<file path="src/rtl/jmp_rvs.sv">
// jmp_rvs: in-order reservation station feeding the branch/jump unit.
// Holds dispatched branch/JAL/JALR ops in a circular FIFO, snoops the CDB
// to wake up missing operands, and issues only from the head.
// Optional build macro: JMP_RVS_DISP_BYPASS_EN (capture a same-cycle CDB
// broadcast at dispatch instead of stalling dispatch for that cycle).
module jmp_rvs #(
  parameter int TAG_W     = 4,
  parameter int ROB_DEPTH = 16,
  parameter int ROB_PTR_W = $clog2(ROB_DEPTH),
  parameter int DEPTH     = 4,
  parameter int PTR_W     = $clog2(DEPTH),
  parameter int OPC_W     = 4
) (
  input  logic                 clk,
  input  logic                 rst,
  input  logic                 disp_req,
  output logic                 disp_rdy,
  input  logic [OPC_W-1:0]     disp_opc,
  input  logic                 disp_src1_rdy,
  input  logic [TAG_W-1:0]     disp_src1_tag,
  input  logic [31:0]          disp_src1_val,
  input  logic                 disp_src2_rdy,
  input  logic [TAG_W-1:0]     disp_src2_tag,
  input  logic [31:0]          disp_src2_val,
  input  logic [11:0]          disp_offset,
  input  logic [TAG_W-1:0]     disp_tag,
  input  logic [ROB_PTR_W-1:0] disp_inst_id,
  input  logic                 cdb_req,
  input  logic [TAG_W-1:0]     cdb_tag,
  input  logic [31:0]          cdb_wdata,
  input  logic                 flush,
  output logic                 iss_req,
  input  logic                 iss_rdy,
  output logic [OPC_W-1:0]     iss_opc,
  output logic [31:0]          iss_src1,
  output logic [31:0]          iss_src2,
  output logic [11:0]          iss_offset,
  output logic [TAG_W-1:0]     iss_tag,
  output logic [ROB_PTR_W-1:0] iss_inst_id,
  output logic [PTR_W:0]       occupancy
);

  // Pointers carry an extra wrap bit so full and empty are distinguishable.
  logic [PTR_W:0]         wptr_reg, rptr_reg;
  logic [PTR_W-1:0]       wr_idx, head_idx;

  logic [DEPTH-1:0]       valid_reg, s1_rdy_reg, s2_rdy_reg;
  logic [TAG_W-1:0]       s1_tag_reg [DEPTH];
  logic [TAG_W-1:0]       s2_tag_reg [DEPTH];
  logic [31:0]            s1_val_reg [DEPTH];
  logic [31:0]            s2_val_reg [DEPTH];
  logic [OPC_W-1:0]       opc_reg    [DEPTH];
  logic [11:0]            offset_reg [DEPTH];
  logic [TAG_W-1:0]       tag_reg    [DEPTH];
  logic [ROB_PTR_W-1:0]   inst_id_reg[DEPTH];

  logic                   full, accept, pop, cdb_live;
  logic                   disp_hit1, disp_hit2, cap1, cap2;
  logic                   new_s1_rdy, new_s2_rdy;
  logic [31:0]            new_s1_val, new_s2_val;
  logic [DEPTH-1:0]       wake1, wake2, wr_sel, pop_sel;

  assign wr_idx    = wptr_reg[PTR_W-1:0];
  assign head_idx  = rptr_reg[PTR_W-1:0];
  assign full      = (wr_idx == head_idx) && (wptr_reg[PTR_W] != rptr_reg[PTR_W]);
  assign occupancy = wptr_reg - rptr_reg;

  // Tag 0 is x0 and never carries a real result, so it never wakes anything.
  assign cdb_live  = cdb_req && (cdb_tag != '0);
  assign disp_hit1 = !disp_src1_rdy && cdb_live && (disp_src1_tag == cdb_tag);
  assign disp_hit2 = !disp_src2_rdy && cdb_live && (disp_src2_tag == cdb_tag);

`ifdef JMP_RVS_DISP_BYPASS_EN
  // The broadcast is captured into the new entry directly.
  assign cap1     = disp_hit1;
  assign cap2     = disp_hit2;
  assign disp_rdy = !full;
`else
  // Without capture, an op that would miss the live broadcast is held off
  // one cycle; on retry the dispatcher sees the value as ready.
  assign cap1     = 1'b0;
  assign cap2     = 1'b0;
  assign disp_rdy = !full && !(disp_req && (disp_hit1 || disp_hit2));
`endif

  assign new_s1_rdy = disp_src1_rdy || cap1;
  assign new_s2_rdy = disp_src2_rdy || cap2;
  assign new_s1_val = cap1 ? cdb_wdata : disp_src1_val;
  assign new_s2_val = cap2 ? cdb_wdata : disp_src2_val;

  assign accept = disp_req && disp_rdy && !flush;

  // Only the head may issue; a waiting head blocks all younger ops.
  assign iss_req     = valid_reg[head_idx] && s1_rdy_reg[head_idx] && s2_rdy_reg[head_idx];
  assign pop         = iss_req && iss_rdy;
  assign iss_opc     = opc_reg[head_idx];
  assign iss_src1    = s1_val_reg[head_idx];
  assign iss_src2    = s2_val_reg[head_idx];
  assign iss_offset  = offset_reg[head_idx];
  assign iss_tag     = tag_reg[head_idx];
  assign iss_inst_id = inst_id_reg[head_idx];

  // Per-entry wakeup, write-select and pop-select decode.
  for (genvar gi = 0; gi < DEPTH; gi++) begin : g_ent
    assign wake1[gi]   = valid_reg[gi] && !s1_rdy_reg[gi] && cdb_live && (s1_tag_reg[gi] == cdb_tag);
    assign wake2[gi]   = valid_reg[gi] && !s2_rdy_reg[gi] && cdb_live && (s2_tag_reg[gi] == cdb_tag);
    assign wr_sel[gi]  = accept && (wr_idx == PTR_W'(gi));
    assign pop_sel[gi] = pop && (head_idx == PTR_W'(gi));
  end

  // Pointer update; flush rewinds both pointers to zero.
  always_ff @(posedge clk or posedge rst) begin
    if (rst) begin
      wptr_reg <= '0;
      rptr_reg <= '0;
    end else if (flush) begin
      wptr_reg <= '0;
      rptr_reg <= '0;
    end else begin
      if (accept) wptr_reg <= wptr_reg + (PTR_W + 1)'(1);
      if (pop)    rptr_reg <= rptr_reg + (PTR_W + 1)'(1);
    end
  end

  // Entry storage: write on accept, clear on pop, capture operands on wakeup.
  always_ff @(posedge clk or posedge rst) begin
    if (rst) begin
      valid_reg  <= '0;
      s1_rdy_reg <= '0;
      s2_rdy_reg <= '0;
      for (int i = 0; i < DEPTH; i++) begin
        s1_tag_reg[i]  <= '0;
        s2_tag_reg[i]  <= '0;
        s1_val_reg[i]  <= '0;
        s2_val_reg[i]  <= '0;
        opc_reg[i]     <= '0;
        offset_reg[i]  <= '0;
        tag_reg[i]     <= '0;
        inst_id_reg[i] <= '0;
      end
    end else if (flush) begin
      valid_reg <= '0;
    end else begin
      for (int i = 0; i < DEPTH; i++) begin
        if (wr_sel[i]) begin
          valid_reg[i]   <= 1'b1;
          s1_rdy_reg[i]  <= new_s1_rdy;
          s2_rdy_reg[i]  <= new_s2_rdy;
          s1_tag_reg[i]  <= disp_src1_tag;
          s2_tag_reg[i]  <= disp_src2_tag;
          s1_val_reg[i]  <= new_s1_val;
          s2_val_reg[i]  <= new_s2_val;
          opc_reg[i]     <= disp_opc;
          offset_reg[i]  <= disp_offset;
          tag_reg[i]     <= disp_tag;
          inst_id_reg[i] <= disp_inst_id;
        end else begin
          if (pop_sel[i]) valid_reg[i] <= 1'b0;
          if (wake1[i]) begin
            s1_rdy_reg[i] <= 1'b1;
            s1_val_reg[i] <= cdb_wdata;
          end
          if (wake2[i]) begin
            s2_rdy_reg[i] <= 1'b1;
            s2_val_reg[i] <= cdb_wdata;
          end
        end
      end
    end
  end

endmodule

</file>
<file path="config.mk">
export PLATFORM = sky130hd
export DESIGN_NAME = jmp_rvs
export DESIGN_NICKNAME = d
export VERILOG_FILES = /design/src/rtl/jmp_rvs.sv
export SDC_FILE = /design/constraint.sdc
export NUM_CORES = 1
export LEC_CHECK = 0
export BUFFER_PORTS_ARGS = -buffer_cell sky130_fd_sc_hd__buf_2
export CORE_ASPECT_RATIO = 1.4
export CORE_MARGIN = 5
export CORE_UTILIZATION = 60
export DETAILED_ROUTE_END_ITERATION = 6
export GPL_TIMING_DRIVEN = 0
export PLACE_DENSITY_LB_ADDON = 0.2
export SETUP_SLACK_MARGIN = 0.15
export SYNTH_ARGS = -nofsm -noshare
export SYNTH_HDL_FRONTEND = slang
export SYNTH_SLANG_ARGS = --single-unit
</file>
<file path="constraint.sdc">
create_clock -name clk -period 21.5 [get_ports clk]
set_input_delay 0 -clock clk [delete_from_list [all_inputs] [get_ports clk]]
set_output_delay 0 -clock clk [all_outputs]
set_load 0.01 [all_outputs]
</file>
== Word-level counts from Yosys, hierarchy flattened ==
Cells that the tools add are included.

* Mux-type cells: 69
* Bitwise operators: 2
* Shift-type cells: 0
* Reductions and logical operators: 88
* Add/subtract/negate cells: 3
* $lt $le $gt $ge: 2
* Equal/unequal tests: 18
* Divide/modulo/power cells: 0
* Multipliers: 0

{| class="wikitable"
|+ Operators with widths
! kind !! count
|-
| $mux 32 || 20
|-
| $bmux 32 s2 || 2
|-
| $logic_and 1x1->1 || 45
|-
| $eq 4x4->1 || 10
|-
| $mux 4 || 7
|-
| $mux 1 || 27
|-
| $bmux 12 s2 || 1
|-
| $bmux 4 s2 || 3
|-
| $mux 12 || 2
|-
| $reduce_and 2->1 || 12
|-
| $reduce_bool 2->1 || 10
|-
| $logic_not 1->1 || 13
|-
| $mux 3 || 4
|-
| $reduce_bool 3->1 || 4
|-
| $eq 2x2->1 const B || 4
|-
| $add 3x1->3 const B || 2
|-
| $bmux 1 s2 || 3
|-
| $eq 2x1->1 const B || 2
|-
| $logic_not 2->1 || 2
|-
| $reduce_bool 4->1 || 1
|-
| $ge 3x3->1 const B || 1
|-
| $lt 2x3->1 const B || 1
|-
| $not 2->3 || 1
|-
| $sub 3x3->3 || 1
|-
| other kinds (4) || 4
|}

* Memory bits (read-only): 0
* Output and inout bits: 93
* Latch bits: 0
* Memories: 0
* RAM bits: 0
* Input bits: 140
* Logic and storage cells: 228
* Flip-flop bits (word level): 402

== Logic depth before layout (Yosys ltp) ==
* Depth after elaboration: 13
* Depth in mapped cells: 11
* Mapped depth without buffers: 7

== Worst setup path after synthesis ==
Ideal clock, no wire load.

* Kind: flip-flop to flip-flop
* Start: reg rptr_reg[1]
* End: reg inst_id_reg[0] in the netlist's numbering
* Arrival time: 2288 ps
* Setup slack: 19087 ps
* Stages on the path, launching flop included: 12
* Setup time: 125 ps
* Cells stage by stage: dfrtp_1 > clkbuf_1 > inv_1 > ha_1 > nand3_1 > and3_1 > nand3_1 > nand2b_1 > buf_2 > buf_6 > buf_6 > mux2_4

* Word-level cells in the longest chain between the ends: 8

{| class="wikitable"
|+ RTL lines
! element !! RTL line !! source
|-
| start: declaration || 44 || <nowiki>logic [PTR_W:0] wptr_reg, rptr_reg;</nowiki>
|-
| start signal: assignment || 121 || <nowiki>if (pop) rptr_reg <= rptr_reg + (PTR_W + 1)'(1);</nowiki>
|-
| $eq 2x2->1 || 65 || <nowiki>assign full = (wr_idx == head_idx) && (wptr_reg[PTR_W] != rptr_reg[PTR_W]);</nowiki>
|-
| $logic_and 1x1->1 || 65 ||
|-
| $logic_not 1->1 || 83 || <nowiki>assign disp_rdy = !full && !(disp_req && (disp_hit1 || disp_hit2));</nowiki>
|-
| $logic_and 1x1->1 || 83 ||
|-
| $logic_and 1x1->1 (2 in a row) || 91 || <nowiki>assign accept = disp_req && disp_rdy && !flush;</nowiki>
|-
| $logic_and 1x1->1 || 107 || <nowiki>assign wr_sel[gi] = accept && (wr_idx == PTR_W'(gi));</nowiki>
|-
| $reduce_and 2->1 (no line) || n/a ||
|-
| end signal: indexed assignment || 156 || <nowiki>inst_id_reg[i] <= disp_inst_id;</nowiki>
|-
| end: declaration || 55 || <nowiki>logic [ROB_PTR_W-1:0] inst_id_reg[DEPTH];</nowiki>
|}

No other way between the ends.
A chain may end at the register's enable or synchronous reset.

== Final worst setup path ==
* Start: reg rptr_reg[1]
* End: reg s1_val_reg[63] in the netlist's numbering

* Word-level cells in the longest chain between the ends: 9
* Elaborated cells between the ends (all ways): 10
* Classes of those cells: eq/ne: 1; mux: 1; reduce/logical: 8

{| class="wikitable"
|+ RTL lines
! element !! RTL line !! source
|-
| $eq 2x2->1 * || 65 ||
|-
| $logic_and 1x1->1 * || 65 ||
|-
| $logic_not 1->1 * || 83 ||
|-
| $logic_and 1x1->1 * || 83 ||
|-
| $logic_and 1x1->1 * (2 in a row) || 91 ||
|-
| $logic_and 1x1->1 * || 107 ||
|-
| $reduce_bool 2->1 (no line) || n/a ||
|-
| $reduce_and 2->1 (no line) || n/a ||
|-
| end signal: indexed assignment || 151 || <nowiki>s1_val_reg[i] <= new_s1_val;</nowiki>
|-
| end signal: indexed assignment || 161 || <nowiki>s1_val_reg[i] <= cdb_wdata;</nowiki>
|-
| end: declaration || 50 || <nowiki>logic [31:0] s1_val_reg [DEPTH];</nowiki>
|}

Every way passes the cells marked *; elsewhere a longest branch is shown, timed or not.

==> flow_summary.yaml <==
die:
  core-area_um2: 33310
  die_x_um: 165.2
  die-area_um2: 37550
  start_util_pct: 60.75
  fp-row-count: 79
  die_y_um: 227.3
  io_pins: 233
finish:
  final_area_um2: 25210
  layout_commonest_cell: "dfrtp_1"
  post-route-util_pct: 75.68
  drive_gt1_share_pct: 34.44
  layout_common_cells: "402 x dfrtp_1, 284 x buf_2, 249 x mux2_2, 205 x nor2_1"
  area_growth_pct: 24.57
  layout.cells.non_filler: 2527
  fin_nets: 2203
drt:
  routed_wirelength_um: 59060
  viasPerCell: 6.039
  ant_nets: 0
  route.detailed.drc: 0
  num_vias: 15260
  drt_first_iter_violations: 1250
  dr.pass1.iters: 5
  post_drt_wl_per_cell_um: 23.37
yosys:
  ys_ff_latch: 402
  syn_avg_cell_area_um2: 12.70
  yosysWarnings: 0
  synth_cells: 1593
  synth_cell_types: 34
  ys_seq_area_share_pct: 49.71
  syn-num-nets: 1744
  syn_area_um2: 20240
  synth_enable_flop_cells: 0
  synth-async-reset-ratio_pct: 100.0
  synth_ff_type: "dfrtp_1"
  yosysTopAreaCellShare_pct: 49.71
  yosysTopAreaCell: "dfrtp_1"
  synthTopCellsByArea: "dfrtp_1 50%, mux2_2 14%, mux4_2 9.9%"
clock_network:
  cts_tree: "built"
  cts_sinks: 402
  post_cts_buffers: 0
  cts_root_buf: "clkbuf_16"
  cts_inserted_buffers: 40
  cts_max_path_buffers: 3
  clk_pin_slew_ps: 70
  clk_latency_ps: 540
  htreeDepth: 2
job:
  timing.max_cap.violations: 0
power_and_ir_drop:
  p_per_area_nw_per_um2: 102.6
  leakagePower_nw: 12.58
  vdd_ir_drop_max_uv: 88.20
critical_path:
  worstSetupEndpointType: "flop"
  path_class: "reg2reg"
  cp_data_required_time_ps: 21980
  cp_max_fo: 10
  arrival_ps: 4530
  start_kind: "flop"
sta:
  relSlewSlack_pct: 31.41
  slew_viol_final: 0
  period_share_pct: 18.82
  max_freq_mhz: 247.2
  rsz0062_at_grt: "false"
  setup_viol: 0
  worstMarginPinSlew_ps: 1029
  setup_tns_ps: 0
  finClkSkew_ps: 13.61
  finalHoldViolations: 0
  period_needed_ps: 4046
grt:
  grt_overflow: 0
  grt_pass1_vias: 16357
  grt_first_pass_wirelength_um: 92350
  grt_start_max_net_pins: 138
  grt.total_usage_pct: 31.99
  antenna_found_initial: 3
placed_design:
  dp_cells: 2272
  io_buffers: 231
  placed_area_um2: 22040
  hpwl_um: 38450
  gp_congestion: 0.8420
worst_hold_path:
  hold_path.class: "in2async"
status:
  status: "finished clean"
-- final cells by class --
type / count / area [um2]
Clock inverter: 8 / 118.9
Timing Repair Buffer: 417 / 3070
Clock buffer: 61 / 1211
Inverter: 17 / 71.32
Antenna cell: 3 / 7.507
Multi-Input combinational cell: 1057 / 9548
Fill cell: 2196 / 8102
Tap cell: 445 / 556.8
Buffer: 117 / 565.5
Sequential cell: 402 / 10060
-- metal layers --
| layer | vias up | GRT usage [%] | share of wire [%] |
|---|---|---|---|
| met5 | - | 0 | 0 |
| met4 | 0 | 12.21 | 3.7 |
| met3 | 156 | 6.521 | 8.0 |
| met2 | 709 | 56.45 | 53 |
| met1 | 7736 | 38.63 | 36 |
| li1 | 6659 | - | - |
-- final timing paths --
check / start / end / slack (ps) / cells after the start
setup / recovery: rptr_reg[1] / s1_val_reg[63] / 17450 / 11
min in group clk: iss_rdy / rptr_reg[0] / 120 / 5
setup reg to reg: rptr_reg[1] / s1_val_reg[63] / 17450 / 11
hold reg to reg: tag_reg[7] / tag_reg[7] / 500 / 1
max in group asynchronous: rst / s2_val_reg[104] / 20350 / 4
hold / removal: rst / s1_val_reg[27] / 60 / 3
-- kinds of logic (layout without fill, tap and decap cells) --
| family | count (synthesis) | in the layout | share of synthesized area, % |
|---|---|---|---|
| AOI/OAI and AO/OA | 204 | 204 | 5.206 |
| xor gates and xnor gates | 46 | 46 | 1.991 |
| adders and majority gates | 11 | 11 | 0.7172 |
| buffers and inverters | 134 | 620 | 3.110 |
| DFF | 402 | 402 | 49.71 |
| muxes | 540 | 540 | 33.97 |
| other | 0 | 3 | 0 |
| and+or+nand+nor | 256 | 256 | 5.293 |
-- worst max-delay path, cell delays in order (launching register included) --
cell           delay [ps]
dfrtp_1               430
clkbuf_1              490
inv_1                 270
ha_1                  350
nand3_1               170
and3_1                220
nand3_1               180
buf_2                 360
buf_1                 680
nor2_1                110
a21oi_1               160
dlygate4sd3_1         560
-- where the power goes --
part           switching [mW]  internal (mW)
registers               0.141           1.01
logic                   0.299          0.413
clock network           0.296          0.424
-- synthesized netlist by cell type, types with 2 or more instances --
cell,number
a21oi_1,193
a31o_2,3
a31oi_1,6
and3_1,8
and4_1,2
buf_1,24
buf_2,53
buf_4,12
buf_6,2
clkbuf_1,26
dfrtp_1,402
ha_1,10
inv_1,17
mux2_2,249
mux2_4,9
mux2i_1,193
mux4_2,89
nand2_1,7
nand2b_1,3
nand3_1,14
nand4_1,4
nand4_2,2
nor2_1,205
nor3_1,5
or4_1,2
xnor2_1,35
xor2_1,11
-- through the flow --
| step | power, mW | setup WS (ps) | hold WS, ps |
|---|---|---|---|
| after floorplan | 1.599 | 10320 | 119.0 |
| after global placement | 1.771 | 6191 | 270.5 |
| after detailed placement | 1.812 | 17860 | 79.97 |
| after CTS | 2.583 | 17610 | 51.94 |
| after global routing | 2.716 | 17270 | 104.5 |
| final | 2.588 | 17450 | 59.04 |
-- repair_timing --
| item | CTS | global route |
|---|---|---|
| hold endpoints to repair | 468 | 0 |
| gates resized for setup | 0 | 0 |
| hold buffers | 183 | 0 |
No activity file was read; power rests on OpenSTA's default activity.
